## config.mk

```make
export PLATFORM = sky130hd
export DESIGN_NAME = sram_arbiter
export DESIGN_NICKNAME = d
export VERILOG_FILES = /design/src/rtl/sram_arb_pkg.sv /design/src/rtl/rr_arb2.sv /design/src/rtl/sram_arbiter.sv
export SDC_FILE = /design/constraint.sdc
export NUM_CORES = 1
export LEC_CHECK = 0
export CAP_MARGIN = 20
export CORE_AREA = 2 2 121 123
export CTS_CLUSTER_DIAMETER = 30
export DETAILED_ROUTE_END_ITERATION = 12
export DIE_AREA = 0 0 123 125
export HOLD_SLACK_MARGIN = 0.03
export PLACE_DENSITY = 0.75
export REMOVE_ABC_BUFFERS = 1
export SYNTH_ARGS = -nofsm -noshare
export SYNTH_HDL_FRONTEND = slang
export SYNTH_SLANG_ARGS = --single-unit
```

## constraint.sdc

```tcl
create_clock -name clk -period 1.4 [get_ports clk]
set_input_delay 0.21 -clock clk [delete_from_list [all_inputs] [get_ports clk]]
set_output_delay 0.21 -clock clk [all_outputs]
set_load 0.01 [all_outputs]
```

## src/rtl/sram_arb_pkg.sv

```systemverilog
// Shared definitions for the two-master SRAM arbiter: FSM encoding and the
// byte-to-word address shift.
package sram_arb_pkg;

    typedef enum logic {
        IDLE = 1'b0,
        RSP  = 1'b1
    } state_t;

    // Byte address bits dropped to form a 32-bit word index.
    localparam int WORD_OFFSET = 2;

endpackage

```

## src/rtl/rr_arb2.sv

```systemverilog
// Two-way round-robin grant: a lone requester wins; on a tie the master that
// was not granted last wins. Purely combinational.
module rr_arb2 (
    input  logic [1:0] i_req,
    input  logic       i_last_grant,
    output logic [1:0] o_grant
);

    always_comb begin
        o_grant = 2'b00;
        case (i_req)
            2'b01:   o_grant = 2'b01;
            2'b10:   o_grant = 2'b10;
            2'b11:   o_grant = i_last_grant ? 2'b01 : 2'b10;
            default: o_grant = 2'b00;
        endcase
    end

endmodule

```

## src/rtl/sram_arbiter.sv

```systemverilog
// Two masters share one single-port SRAM with one transaction in flight.
// Read data comes straight from ram_dout, so the RAM address is parked on the last read.
module sram_arbiter #(
    parameter int AW = 32,
    parameter int DW = 32,
    parameter int MW = 4
) (
    input  logic          clk,
    input  logic          rst,

    input  logic          m0_cmd_valid,
    output logic          m0_cmd_ready,
    input  logic          m0_cmd_read,
    input  logic [AW-1:0] m0_cmd_addr,
    input  logic [DW-1:0] m0_cmd_wdata,
    input  logic [MW-1:0] m0_cmd_wmask,
    output logic          m0_rsp_valid,
    input  logic          m0_rsp_ready,
    output logic [DW-1:0] m0_rsp_rdata,

    input  logic          m1_cmd_valid,
    output logic          m1_cmd_ready,
    input  logic          m1_cmd_read,
    input  logic [AW-1:0] m1_cmd_addr,
    input  logic [DW-1:0] m1_cmd_wdata,
    input  logic [MW-1:0] m1_cmd_wmask,
    output logic          m1_rsp_valid,
    input  logic          m1_rsp_ready,
    output logic [DW-1:0] m1_rsp_rdata,

    output logic [AW-1:0] ram_addr,
    output logic [DW-1:0] ram_din,
    output logic          ram_we,
    output logic [MW-1:0] ram_wem,
    input  logic [DW-1:0] ram_dout
);

    import sram_arb_pkg::*;

    logic [1:0]    w_cmd_valid;
    logic [1:0]    w_cmd_read;
    logic [1:0]    w_rsp_ready;
    logic [1:0]    w_grant;
    logic [1:0]    w_cmd_ready;
    logic [1:0]    w_rsp_valid;
    logic [AW-1:0] w_cmd_addr  [2];
    logic [DW-1:0] w_cmd_wdata [2];
    logic [MW-1:0] w_cmd_wmask [2];
    logic [DW-1:0] w_rsp_rdata [2];

    state_t        r_state;
    state_t        w_state_next;
    logic          r_owner;
    logic          r_is_read;
    logic          r_last_grant;
    logic [AW-1:0] r_hold_addr;

    logic          w_rsp_hs;
    logic          w_can_issue;
    logic          w_issue;
    logic          w_sel;
    logic [AW-1:0] w_word_addr;
    logic          w_unused_addr;

    assign w_cmd_valid    = {m1_cmd_valid, m0_cmd_valid};
    assign w_cmd_read     = {m1_cmd_read, m0_cmd_read};
    assign w_rsp_ready    = {m1_rsp_ready, m0_rsp_ready};
    assign w_cmd_addr[0]  = m0_cmd_addr;
    assign w_cmd_addr[1]  = m1_cmd_addr;
    assign w_cmd_wdata[0] = m0_cmd_wdata;
    assign w_cmd_wdata[1] = m1_cmd_wdata;
    assign w_cmd_wmask[0] = m0_cmd_wmask;
    assign w_cmd_wmask[1] = m1_cmd_wmask;
    assign w_unused_addr  = ^{m0_cmd_addr[WORD_OFFSET-1:0], m1_cmd_addr[WORD_OFFSET-1:0]};

    rr_arb2 u_rr_arb2 (
        .i_req        (w_cmd_valid),
        .i_last_grant (r_last_grant),
        .o_grant      (w_grant)
    );

    // A new command may issue from IDLE, or from RSP in the cycle the pending response retires.
    assign w_rsp_hs    = (r_state == RSP) && w_rsp_ready[r_owner];
    assign w_can_issue = !rst && ((r_state == IDLE) || w_rsp_hs);
    assign w_issue     = w_can_issue && (|w_grant);
    assign w_sel       = w_grant[1];
    assign w_word_addr = {{WORD_OFFSET{1'b0}}, w_cmd_addr[w_sel][AW-1:WORD_OFFSET]};

    always_ff @(posedge clk) begin
        if (rst) begin
            r_state      <= IDLE;
            r_owner      <= 1'b0;
            r_is_read    <= 1'b0;
            r_last_grant <= 1'b1;
            r_hold_addr  <= '0;
        end else begin
            r_state <= w_state_next;
            if (w_issue) begin
                r_owner      <= w_sel;
                r_last_grant <= w_sel;
                r_is_read    <= w_cmd_read[w_sel];
                if (w_cmd_read[w_sel]) begin
                    r_hold_addr <= w_word_addr;
                end
            end
        end
    end

    always_comb begin
        w_state_next = r_state;
        case (r_state)
            IDLE:    if (w_issue) w_state_next = RSP;
            RSP:     if (w_rsp_hs && !w_issue) w_state_next = IDLE;
            default: w_state_next = IDLE;
        endcase
    end

    always_comb begin
        ram_addr = r_hold_addr;
        ram_din  = '0;
        ram_we   = 1'b0;
        ram_wem  = '0;
        if (w_issue) begin
            ram_addr = w_word_addr;
            ram_din  = w_cmd_wdata[w_sel];
            ram_we   = !w_cmd_read[w_sel];
            ram_wem  = w_cmd_read[w_sel] ? '0 : w_cmd_wmask[w_sel];
        end
    end

    for (genvar gi = 0; gi < 2; gi++) begin : g_master
        assign w_cmd_ready[gi] = w_can_issue && w_grant[gi];
        assign w_rsp_valid[gi] = !rst && (r_state == RSP) && (r_owner == (gi == 1));
        assign w_rsp_rdata[gi] = (w_rsp_valid[gi] && r_is_read) ? ram_dout : '0;
    end

    assign m0_cmd_ready = w_cmd_ready[0];
    assign m1_cmd_ready = w_cmd_ready[1];
    assign m0_rsp_valid = w_rsp_valid[0];
    assign m1_rsp_valid = w_rsp_valid[1];
    assign m0_rsp_rdata = w_rsp_rdata[0];
    assign m1_rsp_rdata = w_rsp_rdata[1];

endmodule

```

After elaboration in Yosys (flattened, before gate mapping) --
Index checks and enable logic that the tools add are counted.
Storage, ports and cells: register bits 34, output and inout bits 137, word-level logic and storage cells 56
Cells by class: order comparisons 3, eq/ne operators 3, mux-type cells 25, bitwise logic cells 3, reductions and logical operators 17
Operators with widths (count):
- $mux 32 | 9
- $mux 30 | 1
- $mux 4 | 5
- $logic_and 1x1->1 | 11
- $mux 1 | 7
- $pmux 2 s3 | 1
- $eq 2x2->1 const B | 2
- $lt 1x2->1 const B | 2
- $logic_not 1->1 | 3
- $eq 2x1->1 const B | 1
- $ge 2x2->1 const B | 1
- $mux 2 | 1
- $not 1->1 | 2
- $not 1->2 | 1
- $pmux 1 s2 | 1
- $reduce_and 2->1 | 1
- $reduce_or 2->1 | 1
- $logic_or 1x1->1 | 1

Depth between registers and ports, before layout --
Gate-level depths: netlist of the first run.
word-level depth 10, mapped depth 6

Cells and area by module --
Synthesis of the first run repeated with hierarchy kept, for this count alone.
Second synthesis, totals: cell total of the unflattened synthesis 397, area total of the unflattened synthesis 2803.9 sq um
Modules (own cells, without submodules):
- sram_arbiter | instances 1, cells an instance 394, area an instance 2785.2 sq um, sequential area each 680.7 sq um
- rr_arb2 | instances 1, cells an instance 3, area an instance 18.8 sq um, sequential area each 0.0 sq um

Least setup slack after synthesis of the first run --
Ideal clock, no wire load.
path type flip-flop to output port, start point register r_owner, end point output port ram_addr[0], arrival time 1450 ps, data required time 1190 ps, slack -260 ps, cell stages (with the launch flop) 7, cells stage by stage dfxtp_1 -> mux2i_1 -> a211oi_2 -> buf_4 -> buf_6 -> nor2_1 -> a31oi_1
Between the ends: cells in the longest elaborated chain, start to end 7
RTL lines:
- from (decl) | RTL line sram_arbiter.sv:53 | logic r_owner;
- from (signal assigned) | RTL line sram_arbiter.sv:99 | r_owner <= w_sel;
- $mux 1 (not written as such) (2 in series) | RTL line sram_arbiter.sv:83 | assign w_rsp_hs = (r_state == RSP) && w_rsp_ready[r_owner];
- $logic_and 1x1->1 | RTL line sram_arbiter.sv:83
- $logic_or 1x1->1 | RTL line sram_arbiter.sv:84 | assign w_can_issue = !rst && ((r_state == IDLE) || w_rsp_hs);
- $logic_and 1x1->1 | RTL line sram_arbiter.sv:84
- $logic_and 1x1->1 | RTL line sram_arbiter.sv:85 | assign w_issue = w_can_issue && (|w_grant);
- $mux 30 | RTL line sram_arbiter.sv:123 | if (w_issue) begin
- to (decl) | RTL line sram_arbiter.sv:31 | output logic [AW-1:0] ram_addr,
Every way passes these cells. The select of a mux whose other input is x is not followed.

Worst setup path after layout of the first run --
start point register r_owner, end point register r_hold_addr[18]
Between the ends: cells in the longest elaborated chain, start to end 7
RTL lines:
- $mux 1 (not written as such) (2 in series) | RTL line sram_arbiter.sv:83
- $logic_and 1x1->1 | RTL line sram_arbiter.sv:83
- $logic_or 1x1->1 | RTL line sram_arbiter.sv:84
- $logic_and 1x1->1 | RTL line sram_arbiter.sv:84
- $logic_and 1x1->1 | RTL line sram_arbiter.sv:85
- $reduce_and 2->1 (no source line)
- to (signal assigned) | RTL line sram_arbiter.sv:103 | r_hold_addr <= w_word_addr;
- to (decl) | RTL line sram_arbiter.sv:56 | logic [AW-1:0] r_hold_addr;
Every way passes these cells. The select of a mux whose other input is x is not followed. A chain may end at the register's enable or synchronous reset.

==> impl_metrics.env, run 1 <==
export IMPL_n_antenna_cell=0
export IMPL_setup_viol=168
export IMPL_ys_seq_elements=34
export IMPL_routabilityCongestion=0.8053
export IMPL_area_growth_pct=118.4
export IMPL_io_buffers=306
export IMPL_syn_area_sq_um=3705
export IMPL_p_int_mw=3.129
export IMPL_path_class="flip-flop to flip-flop"
export IMPL_cts_reportedPaths_clkPinSlew_ns=0.05
export IMPL_swShare=0.3409
export IMPL_synth_cell_types=28
export IMPL_combPwrFrac=0.549
export IMPL_layout_common_cells="167 x clkdlybuf4s50_1, 127 x nand2_1, 112 x buf_2, 64 x buf_4, 52 x and3_1"
export IMPL_start_util=0.2608
export IMPL_detail_route_antenna_nets=0
export IMPL_antenna_found_initial=1
export IMPL_p_leak_nw=3.677
export IMPL_dp_hpwl_mm=12.30
export IMPL_slew_violations=0
export IMPL_rows=44
export IMPL_wl_per_cell_um=17.18
export IMPL_status="finished with violations"
export IMPL_drt_pass1_iterations=5
export IMPL_wl_mm=19.15
export IMPL_routed_via_density=5.006
export IMPL_cp_cell_sequence="mux2i_4, a211oi_4, buf_6, buf_8, buf_16, buf_8, nand2b_4, clkbuf_16, a221oi_2"
export IMPL_fmax_mhz=495.4
export IMPL_clockRootBuffer="clkbuf_16"
export IMPL_pwr_share_seq=0.232
export IMPL_power_density_nw_per_um2=586.6
export IMPL_p_switching_mw=1.618
export IMPL_drt_iter0_markers=297
export IMPL_ys_seq_area_frac=0.1837
export IMPL_arrival_ns=2.21
export IMPL_violations="setup timing"
export IMPL_finalHoldViolCount=0
export IMPL_synth_edff_count=0
export IMPL_clk_latency_ns=0.28
export IMPL_dpl_cell_area_sq_um=7323
export IMPL_crit_path_end_kind="flip-flop"
export IMPL_die_h_um=125
export IMPL_fin_crit_ns=2.018
export IMPL_overflow=0
export IMPL_vdd_drop_max_uv=368.3
export IMPL_syn_avg_cell_area_sq_um=6.546
export IMPL_crit_top_cell="buf_8"
export IMPL_relSlewSlack=0.6532
export IMPL_tritoncts="built"
export IMPL_critPathRequiredTime_ns=1.59
export IMPL_grt_pass1_wl_mm=28.31
export IMPL_worst_path_max_delay_cell="dfxtp_2"
export IMPL_post_route_drc_count=0
export IMPL_htreeDepth=2
export IMPL_fin_ws_ns=-0.6184
export IMPL_hold_path_class="primary input to flip-flop"
export IMPL_hold_slack_ns=0.3920
export IMPL_grt_total_usage=0.2284
export IMPL_synth_top_flop_cell="dfxtp_1"
export IMPL_grt_max_degree=55
export IMPL_final_cell_area_sq_um=8093
export IMPL_yosysWarnings=0
export IMPL_tightest_slew_ns=0.5201
export IMPL_max_clock_path_buffers=2
export IMPL_cp_max_fo=8
export IMPL_cts_num_sinks=34
export IMPL_vias=5582
export IMPL_final_setup_skew_ns=0.004010
export IMPL_die_area_sq_um=15380
export IMPL_grt_pass1_vias=5292
export IMPL_numCtsBuffers=5
export IMPL_pin_count=313
export IMPL_final_common_cell="clkdlybuf4s50_1"
export IMPL_start_kind="flip-flop"
export IMPL_final_period_utilization=1.442
export IMPL_fin_nets=1107
export IMPL_rsz0062_at_grt="yes"
export IMPL_drive_above_1_share=0.3727
export IMPL_synth_cells=566
export IMPL_async_reset_ff_frac=0
export IMPL_maxCapViolCount=0
export IMPL_cp_slowest_stage_delay_ns=0.34
export IMPL_critical_path_top_delay_family="buffers and inverters"
export IMPL_worst_path_buf_inv=5
export IMPL_die_w_um=123
export IMPL_p_clk_frac=0.219
export IMPL_core_area_sq_um=14200
export IMPL_total_power_mw=4.747
## synth_stat cells (30+ instances only)
master	count	area share
nor2_1	33	0.033
a31oi_1	30	0.051
o21ai_0	30	0.041
nand2_1	128	0.13
a221oi_2	30	0.12
nand2b_1	31	0.052
inv_1	30	0.030
a21oi_1	39	0.053
clkbuf_1	44	0.045
dfxtp_1	34	0.18
nand3b_1	38	0.077
and3_1	65	0.11
## registers in the layout, summed over array words and instances (netlist names)
signal        cells
r_hold_addr      30
r_is_read         1
r_last_grant      1
r_owner           1
r_state           1
## power by group through the flow
stage | registers [mW] | logic [mW] | clock network, mW
6_report | 1.10 | 2.61 | 1.04
5_1_grt | 1.11 | 2.79 | 1.10
4_1_cts | 1.10 | 2.37 | 1.07
3_5_place_dp | 1.11 | 2.19 | 0
3_3_place_gp | 1.11 | 2.17 | 0
2_1_floorplan | 1.12 | 0.816 | 0
## final cells by class
cell class,count,area [sq um]
Clock buffer,5,125.1
Clock inverter,2,10.01
Fill cell,1318,6111
Inverter,30,112.6
Multi-Input combinational cell,440,2975
Sequential cell,34,686.9
Tap cell,184,230.2
Timing Repair Buffer,420,3953
## logic make-up after synthesis
family,synth area share
and+or+nand+nor,0.4161
muxes,0.005404
AOI/OAI and AO/OA,0.2786
buffers and inverters,0.1152
other,0.001012
DFF,0.1837
## worst reg2reg max path: cells and delay by family (launching register included)
kind / cells / cell delay, ns
compound gates: 2 / 0.55
mux: 1 / 0.20
flops: 1 / 0.34
buf+inv: 5 / 0.76
simple gates: 1 / 0.09
## worst paths after layout
check / startpoint / to / slack, ns / cells after the start
min reg2reg: r_hold_addr[5] / r_hold_addr[5] / 0.46 / 2
max reg2reg: r_owner / r_hold_addr[18] / -0.62 / 9
min: rst / r_state / 0.39 / 3
max: r_owner / r_hold_addr[18] / -0.62 / 9
## routing by layer
metal	wire, um	GRT usage	share of wire	vias up
li1	-	-	-	2701
met1	8239	0.3097	0.43	2616
met2	9505	0.3825	0.50	238
met3	1115	0.03513	0.058	25
met4	279	0.04545	0.015	2
met5	13	0	0.00068	-
## repair_timing
action / in CTS / in global routing
hold buffers: 0 / 0
gates cloned: 12 / 5
resized for setup: 627 / 43
setup endpoints to repair: 168 / 168
pin swaps: 11 / 11
setup buffers: 20 / 15
## through the flow
| step | cells | setup slack [ns] | setup TNS, ns | util |
|---|---|---|---|---|
| global route | 1115 | -0.6904 | -92.90 | 0.5698 |
| finish | 1115 | -0.6184 | -82.72 | 0.5698 |
| detailed placement | 1058 | -1.117 | -129.93 | 0.5156 |
| CTS | 1096 | -0.5751 | -72.58 | 0.5356 |
| global placement | 1058 | -1.112 | -127.40 | 0.5156 |
| floorplan | 504 | -4.468 | -358.94 | - |
(Power assumes the default switching activity.)
==> inputs of run 2 (changes only) <==
--- a/config.mk
+++ b/config.mk
@@ -8,6 +8,7 @@
 export CAP_MARGIN = 20
 export CORE_AREA = 2 2 121 123
 export CTS_CLUSTER_DIAMETER = 30
+export CTS_CLUSTER_SIZE = 28
 export DETAILED_ROUTE_END_ITERATION = 12
 export DIE_AREA = 0 0 123 125
 export HOLD_SLACK_MARGIN = 0.03
==> results of run 2 <==
No change in the layout: final DEF, timing and power equal those of run 1.
==> inputs of run 3 (changes only) <==
--- a/config.mk
+++ b/config.mk
@@ -5,7 +5,6 @@
 export SDC_FILE = /design/constraint.sdc
 export NUM_CORES = 1
 export LEC_CHECK = 0
-export CAP_MARGIN = 20
 export CORE_AREA = 2 2 121 123
 export CTS_CLUSTER_DIAMETER = 30
 export CTS_CLUSTER_SIZE = 28
==> results of run 3 <==
No change in the layout: final DEF, timing and power equal those of run 1.
